`src/rtl/ysyx_23060184_pkg.sv`:
```
// Shared definitions for the write-back unit.
//   RESET_PC_DEFAULT : next-PC value presented after reset
//   wb_sel_e         : write-back data source select
//   F3_*             : load funct3 encodings
//   wbu_state_e      : write-back unit FSM states
package ysyx_23060184_pkg;

   localparam logic [31:0] RESET_PC_DEFAULT = 32'h8000_0000;

   typedef enum logic [1:0] {
      WbAlu = 2'd0,
      WbMem = 2'd1,
      WbPc4 = 2'd2,
      WbCsr = 2'd3
   } wb_sel_e;

   localparam logic [2:0] F3_LB  = 3'b000;
   localparam logic [2:0] F3_LH  = 3'b001;
   localparam logic [2:0] F3_LW  = 3'b010;
   localparam logic [2:0] F3_LBU = 3'b100;
   localparam logic [2:0] F3_LHU = 3'b101;

   typedef enum logic [1:0] {
      StIdle,
      StCommit,
      StWaitPc
   } wbu_state_e;

endpackage

```
`src/rtl/ysyx_23060184_load_ext.sv`:
```
// Load data extraction and extension (combinational).
//   mem_i     : raw aligned load word
//   addr_lo_i : load address bits [1:0], selects byte / halfword lane
//   funct3_i  : load width and signedness
//   data_o    : extended value for the register file
module ysyx_23060184_load_ext
   import ysyx_23060184_pkg::*;
#(
   parameter int unsigned XLEN = 32
) (
   input  logic [XLEN-1:0] mem_i,
   input  logic [1:0]      addr_lo_i,
   input  logic [2:0]      funct3_i,
   output logic [XLEN-1:0] data_o
);

   logic [7:0]  byte_sel;
   logic [15:0] half_sel;

   always_comb begin
      unique case (addr_lo_i)
         2'd0:    byte_sel = mem_i[7:0];
         2'd1:    byte_sel = mem_i[15:8];
         2'd2:    byte_sel = mem_i[23:16];
         default: byte_sel = mem_i[31:24];
      endcase
      // Halfword lane uses only bit 1; bit 0 of a halfword address is ignored.
      half_sel = addr_lo_i[1] ? mem_i[31:16] : mem_i[15:0];
   end

   always_comb begin
      case (funct3_i)
         F3_LB:   data_o = {{(XLEN-8){byte_sel[7]}}, byte_sel};
         F3_LBU:  data_o = {{(XLEN-8){1'b0}}, byte_sel};
         F3_LH:   data_o = {{(XLEN-16){half_sel[15]}}, half_sel};
         F3_LHU:  data_o = {{(XLEN-16){1'b0}}, half_sel};
         // LW and every unused encoding return the full word.
         default: data_o = mem_i;
      endcase
   end

endmodule

```
`src/rtl/ysyx_23060184_wbu.sv`:
```
// Write-back unit: takes one LSU result, writes the register file for exactly
// one cycle, and hands the next PC to the IFU with valid/ready flow control.
//   clk, resetn          : clock, synchronous active-low reset
//   in_valid / in_ready  : upstream handshake (ready only when idle)
//   in_*                 : instruction result fields, captured on accept
//   mtvec, mepc          : trap vector / return PC
//   rf_wvalid/wen/waddr/wdata : register-file write port
//   npc_valid/npc_ready/npc   : next-PC handshake to the IFU
//   retire_cnt           : count of npc handshakes completed
module ysyx_23060184_wbu
   import ysyx_23060184_pkg::*;
#(
   parameter int unsigned    XLEN     = 32,
   parameter logic [XLEN-1:0] RESET_PC = XLEN'(RESET_PC_DEFAULT)
) (
   input  logic            clk,
   input  logic            resetn,
   input  logic            in_valid,
   output logic            in_ready,
   input  logic [XLEN-1:0] in_pc,
   input  logic [XLEN-1:0] in_alu,
   input  logic [XLEN-1:0] in_mem,
   input  logic [XLEN-1:0] in_csr,
   input  logic [1:0]      in_addr_lo,
   input  logic [2:0]      in_funct3,
   input  logic [1:0]      in_sel,
   input  logic [4:0]      in_rd,
   input  logic            in_rwen,
   input  logic            in_br_taken,
   input  logic [XLEN-1:0] in_br_target,
   input  logic            in_trap,
   input  logic            in_mret,
   input  logic [XLEN-1:0] mtvec,
   input  logic [XLEN-1:0] mepc,
   output logic            rf_wvalid,
   output logic            rf_wen,
   output logic [4:0]      rf_waddr,
   output logic [XLEN-1:0] rf_wdata,
   output logic            npc_valid,
   input  logic            npc_ready,
   output logic [XLEN-1:0] npc,
   output logic [63:0]     retire_cnt
);

   wbu_state_e      state_q, state_d;
   logic            wen_q, wen_d;
   logic [4:0]      waddr_q, waddr_d;
   logic [XLEN-1:0] wdata_q, wdata_d;
   logic [XLEN-1:0] npc_q, npc_d;
   logic [63:0]     retire_q, retire_d;

   logic            accept;
   logic [XLEN-1:0] pc_plus4;
   logic [XLEN-1:0] load_data;
   logic [XLEN-1:0] wb_data;
   logic [XLEN-1:0] next_pc;

   ysyx_23060184_load_ext #(
      .XLEN (XLEN)
   ) u_load_ext (
      .mem_i     (in_mem),
      .addr_lo_i (in_addr_lo),
      .funct3_i  (in_funct3),
      .data_o    (load_data)
   );

   assign in_ready  = (state_q == StIdle);
   assign rf_wvalid = (state_q == StCommit);
   assign npc_valid = (state_q != StIdle);
   assign accept    = in_valid && in_ready;
   assign pc_plus4  = in_pc + XLEN'(4);

   always_comb begin
      unique case (wb_sel_e'(in_sel))
         WbAlu:   wb_data = in_alu;
         WbMem:   wb_data = load_data;
         WbPc4:   wb_data = pc_plus4;
         default: wb_data = in_csr;
      endcase
   end

   // Trap beats mret beats branch.
   always_comb begin
      if (in_trap)          next_pc = mtvec;
      else if (in_mret)     next_pc = mepc;
      else if (in_br_taken) next_pc = in_br_target;
      else                  next_pc = pc_plus4;
   end

   always_comb begin
      state_d = state_q;
      unique case (state_q)
         StIdle:   if (accept) state_d = StCommit;
         StCommit: state_d = npc_ready ? StIdle : StWaitPc;
         StWaitPc: if (npc_ready) state_d = StIdle;
         default:  state_d = StIdle;
      endcase
   end

   // Write-port and npc values are computed at accept and held until the next
   // accept, so they stay stable through any IFU backpressure.
   always_comb begin
      wen_d    = wen_q;
      waddr_d  = waddr_q;
      wdata_d  = wdata_q;
      npc_d    = npc_q;
      retire_d = retire_q + {63'd0, npc_valid && npc_ready};
      if (accept) begin
         wen_d   = in_rwen && (in_rd != 5'd0) && !in_trap;
         waddr_d = in_rd;
         wdata_d = wb_data;
         npc_d   = next_pc;
      end
   end

   always_ff @(posedge clk) begin
      if (!resetn) begin
         state_q  <= StIdle;
         wen_q    <= 1'b0;
         waddr_q  <= 5'd0;
         wdata_q  <= '0;
         npc_q    <= RESET_PC;
         retire_q <= 64'd0;
      end else begin
         state_q  <= state_d;
         wen_q    <= wen_d;
         waddr_q  <= waddr_d;
         wdata_q  <= wdata_d;
         npc_q    <= npc_d;
         retire_q <= retire_d;
      end
   end

   assign rf_wen     = wen_q;
   assign rf_waddr   = waddr_q;
   assign rf_wdata   = wdata_q;
   assign npc        = npc_q;
   assign retire_cnt = retire_q;

endmodule

```
`config.mk`:
```
export PLATFORM = sky130hd
export DESIGN_NAME = ysyx_23060184_wbu
export DESIGN_NICKNAME = d
export VERILOG_FILES = /design/src/rtl/ysyx_23060184_pkg.sv /design/src/rtl/ysyx_23060184_load_ext.sv /design/src/rtl/ysyx_23060184_wbu.sv
export SDC_FILE = /design/constraint.sdc
export NUM_CORES = 1
export LEC_CHECK = 0
export CAP_MARGIN = 20
export CORE_UTILIZATION = 39
export CTS_BUF_LIST = sky130_fd_sc_hd__clkbuf_2
export CTS_CLUSTER_DIAMETER = 30
export DETAILED_ROUTE_END_ITERATION = 16
export PLACE_DENSITY = 0.86
export SYNTH_ARGS = -nofsm -noshare
export SYNTH_HDL_FRONTEND = slang
export SYNTH_SLANG_ARGS = --single-unit
```
`constraint.sdc`:
```
create_clock -name clk -period 3 [get_ports clk]
set_input_delay 0.9 -clock clk [delete_from_list [all_inputs] [get_ports clk]]
set_output_delay 0.9 -clock clk [all_outputs]
set_load 0.1 [all_outputs]
```
==> qor.log <==
qor: setup_path.worst_r2r_endpoint retire_cnt[60]
qor: cells_and_area.final_cell_area 13200 µm²
qor: placed_design.place_hpwl 33.3 mm
qor: routing.vias 11.0k
qor: grt.maximum_number_of_pins_on_one_net_before_global_route_repair 52
qor: routing.postRouteWirelength 41.5 mm
qor: setup_path.rr_startpoint state_q[1]
qor: power_and_ir_drop.power.density_cell_area 382 nW/µm²
qor: synthesis.synthesis.nets 1346
qor: cells_and_area.layout.filler_cells 1892
qor: synthesis.synth.top_cell.area_share 32.3%
qor: timing.worst_pin_slew 0.570 ns
qor: setup_path.regToRegSetupSlack 0.29 ns
qor: setup_path.cp_cell_sequence or2_4 > and2_1 > ha_1 > ha_1 > nand4_1 > nor4_2 > nand3_1 > buf_4 > or4_1 > a21oi_1
qor: synthesis.synth-warning-count 0
qor: setup_path.timing.critical_path.slowest_cell_delay 0.52 ns
qor: min_path.timing.hold.worst.start rf_wen
qor: setup_path.worst_path_most_repeated_cell sky130_fd_sc_hd__ha_1
qor: clock_network.htree_levels 4
qor: grt.global_route.overflow_total 0
qor: clock_network.cts_hold_buffers 0
qor: synthesis.synth_cells 1099
qor: die.full_die_area 22200 µm²
qor: power_and_ir_drop.cell_internal_pwr 2.92 mW
qor: clock_network.clk_pin_slew 0.25 ns
qor: clock_network.clockRootBuffer sky130_fd_sc_hd__clkbuf_2
qor: clock_network.tritoncts built
qor: timing.period_share 90.5%
qor: routing.routed_via_density 5.99
qor: die.fp.dieW 149 µm
qor: die.start_util 40.0%
qor: timing.setup_viol_count_final 0
qor: routing.drt.antenna.violating_nets 0
qor: power_and_ir_drop.vdd.ir_drop.worst 202 µV
qor: setup_path.crit_path_start_kind flip-flop
qor: min_path.min_to rf_wen
qor: setup_path.timing.critical_path.fanout_max 14
qor: timing.drv_slew 0
qor: placed_design.port_buffers 380
qor: timing.period_needed 2.71 ns
qor: timing.skew 0.0519 ns
qor: grt.groute.usage.overall 36.7%
qor: setup_path.arrival 3.40 ns
qor: power_and_ir_drop.p_leak 5.21 nW
qor: die.die-height 149 µm
qor: clock_network.post-cts-setup-buffer-count 0
qor: power_and_ir_drop.p_sw 2.14 mW
qor: power_and_ir_drop.p_seq_share 38.7%
qor: synthesis.synthDominantAreaCellType sky130_fd_sc_hd__dfxtp_1
qor: timing.clock.fmax 0.368 GHz
qor: grt.via_count_of_the_first_global_routing_pass 10.5k
qor: synthesis.synth.distinct_cells 68
qor: job.drv.max_cap_violation_count 0
qor: cells_and_area.area_growth_syn_to_layout 57.1%
qor: die.io_pins 381
qor: setup_path.timing_worst_setup_path_type reg2reg
qor: clock_network.clock_latency 0.75 ns
qor: die.std_cell_rows 53
qor: clock_network.cts_inserted_buffers 17
qor: cells_and_area.finish.net_count 1800
qor: run_status.outcome finished clean
qor: synthesis.fraction_of_registers_with_async_set_or_reset_after_synthesis 0%
qor: setup_path.worstPathRequired 3.69 ns
qor: placed_design.globalplace.congestion 1.03
qor: clock_network.post_cts.resized_instances 0
qor: clock_network.numClockSinks 136
qor: synthesis.edff_count_synth 0
qor: power_and_ir_drop.pwr-share-comb 37.8%
qor: routing.drc_violations_left 0
qor: routing.post_drt_wl_per_cell 22.5 µm
qor: grt.grt_antenna_before_repair 1
qor: die.design.core.area 21100 µm²
qor: clock_network.cts_max_path_buffers 2
qor: power_and_ir_drop.netSwitchingFraction 42.2%
qor: synthesis.ys_dominant_reg_cell sky130_fd_sc_hd__dfxtp_1
qor: synthesis.synthesis.area 8430 µm²
qor: routing.initialDrtViolationCount 1091
qor: setup_path.critical_path.endpoint_type flip-flop
qor: routing.drt-pass1-iter-count 5
qor: power_and_ir_drop.clkPwrFrac 23.5%
qor: setup_path.worst_r2r_path_depth 10
qor: setup_path.worst-path-buf-inv 1
qor: cells_and_area.final_layout_size_suffix_gt1_share 22.1%
qor: grt.grt_pass1_wl 60.8 mm
qor: setup_path.crit_path_leading_delay_family simple AND/OR/NAND/NOR gates
qor: placed_design.post_dp_cell_area 13000 µm²
qor: synthesis.synth.ff_latch_count 136
qor: min_path.timing.hold.worst.class reg2reg
qor: timing.rsz_0062_raised_after_global_routing no
qor: timing.max_slew_margin 61.6%
qor: timing.timing_hold_violations_final 0
qor: min_path.worst_hold_path.num_cells 2
qor: synthesis.register_area_share_after_synthesis 32.3%
qor: cells_and_area.fin_util 62.8%
qor: setup_path.critical-path-slowest-cell sky130_fd_sc_hd__dfxtp_1
qor: synthesis.synth_top_cells_by_area sky130_fd_sc_hd__dfxtp_1, sky130_fd_sc_hd__a21oi_1, sky130_fd_sc_hd__o21ai_0, sky130_fd_sc_hd__nand2_1, sky130_fd_sc_hd__nor2_1
qor: synthesis.syn-mean-instance-area 7.67 µm²
[synth_stat cells (all sizes together), types with 3 or more instances]
library cell / n
nor4: 11
a211o: 4
and4: 10
or4: 20
o211ai: 27
a221o: 11
xnor2: 15
clkbuf: 69
nand3: 49
nand2: 105
o311ai: 3
and2: 7
nor2b: 3
nand2b: 14
o21a: 10
o21ai: 84
dfxtp: 136
mux2: 13
nor2: 83
mux2i: 18
o31ai: 18
a2bb2oi: 3
ha: 3
nor3: 22
a21oi: 91
buf: 14
a31o: 3
nand4: 28
a31oi: 9
xor2: 33
a21o: 7
or3: 35
a22oi: 8
a32o: 5
a32oi: 3
and3: 18
a221oi: 16
inv: 23
o31a: 3
o221ai: 11
or2: 7
o22ai: 11
a211oi: 14
[power groups by stage]
stage	logic (mW)	clock network, mW	registers [mW]
global route	1.98	1.27	1.97
detailed placement	1.89	0	1.99
global placement	1.88	0	1.99
CTS	1.89	1.20	1.96
floorplan	0.460	0	2.58
finish	1.91	1.19	1.96
[worst max path at each step]
stage / start / end / slack, ns / depth (start not counted)
floorplan: retire_cnt[7] / retire_cnt[55] / 0.11 / 7
global placement: npc_ready / retire_cnt[60] / -0.36 / 10
detailed placement: npc_ready / retire_cnt[60] / -0.40 / 10
CTS: state_q[1] / in_ready / 0.26 / 3
global route: state_q[1] / retire_cnt[58] / 0.09 / 10
finish: state_q[1] / retire_cnt[60] / 0.29 / 10
[cell usage in the layout, fill, tap and decap left out, types with 8 or more instances in the layout]
cell                              instances
sky130_fd_sc_hd__mux2i_1                 18
sky130_fd_sc_hd__a211oi_1                14
sky130_fd_sc_hd__buf_4                  272
sky130_fd_sc_hd__o221ai_1                11
sky130_fd_sc_hd__clkbuf_2                17
sky130_fd_sc_hd__a221o_1                 11
sky130_fd_sc_hd__dfxtp_1                135
sky130_fd_sc_hd__o21a_1                  10
sky130_fd_sc_hd__nor2_1                  82
sky130_fd_sc_hd__nor3_1                  22
sky130_fd_sc_hd__and4_1                  10
sky130_fd_sc_hd__mux2_2                  13
sky130_fd_sc_hd__clkdlybuf4s50_1        241
sky130_fd_sc_hd__and3_1                  18
sky130_fd_sc_hd__nand2_1                105
sky130_fd_sc_hd__a221oi_1                16
sky130_fd_sc_hd__o211ai_1                27
sky130_fd_sc_hd__nand2b_1                14
sky130_fd_sc_hd__nand4_1                 27
sky130_fd_sc_hd__inv_1                   22
sky130_fd_sc_hd__o31ai_1                 18
sky130_fd_sc_hd__a22oi_1                  8
sky130_fd_sc_hd__a31oi_1                  9
sky130_fd_sc_hd__o21ai_0                 82
sky130_fd_sc_hd__a21oi_1                 90
sky130_fd_sc_hd__xnor2_1                 15
sky130_fd_sc_hd__nor4_1                   8
sky130_fd_sc_hd__or3_1                   35
sky130_fd_sc_hd__xor2_1                  33
sky130_fd_sc_hd__o22ai_1                 11
sky130_fd_sc_hd__or4_1                   18
sky130_fd_sc_hd__nand3_1                 49
[per-layer routing]
layer / vias to the layer above / wire length, µm / track usage (%)
met3: 116 / 4190 / 7.55
met2: 696 / 19800 / 62.1
met1: 5187 / 15800 / 44.8
met5: - / 0 / 0
li1: 5034 / - / -
met4: 0 / 1750 / 15.8
[kinds of logic (layout without fill, tap and decap cells)]
group / after synthesis / after routing / synth area share, %
XOR/XNOR: 48 / 48 / 4.99
flip-flops: 136 / 136 / 32.3
other: 0 / 1 / 0
buffers and inverters: 107 / 574 / 4.82
adder cells (fa/ha/maj): 3 / 3 / 0.445
AO/OA/AOI/OAI: 357 / 357 / 27.9
AND/OR/NAND/NOR: 416 / 416 / 25.4
multiplexers: 32 / 32 / 4.14
[per-stage QoR]
stage / hold WS [ns] / setup TNS [ns] / power, mW / cells / setup slack, ns
2_1_floorplan: 0.529 / 0 / 3.04 / 1099 / 0.113
3_3_place_gp: 0.437 / -10.13 / 3.87 / 1809 / -0.357
3_5_place_dp: 0.443 / -13.23 / 3.88 / 1809 / -0.398
4_1_cts: 0.469 / 0 / 5.05 / 1841 / 0.257
5_1_grt: 0.490 / 0 / 5.22 / 1842 / 0.0852
6_report: 0.469 / 0 / 5.06 / 1842 / 0.286
[final cells by class]
class | instances | area [µm²] | area share (%)
inverter | 24 | 90.1 | 0.680
antenna | 1 | 2.50 | 0.0189
clock buffer | 17 | 85.1 | 0.642
timing repair buffer | 518 | 4520 | 34.2
sequential | 136 | 2720 | 20.6
clock inverter | 15 | 159 | 1.20
tap | 275 | 344 | 2.60
multi-input combinational | 856 | 5320 | 40.1
[worst min-delay path, delay by kind of cell (launching register included)]
family / cells / cell delay [ns]
compound gates: 1 / 0.05
simple gates: 1 / 0.05
flops: 1 / 0.36
[sequential cells by signal, summed over array words and instances (netlist names)]
register	count
retire_cnt	64
npc	32
rf_wdata	32
rf_waddr	5
state_q	2
rf_wen	1
Power figures use the tool's default switching activity.
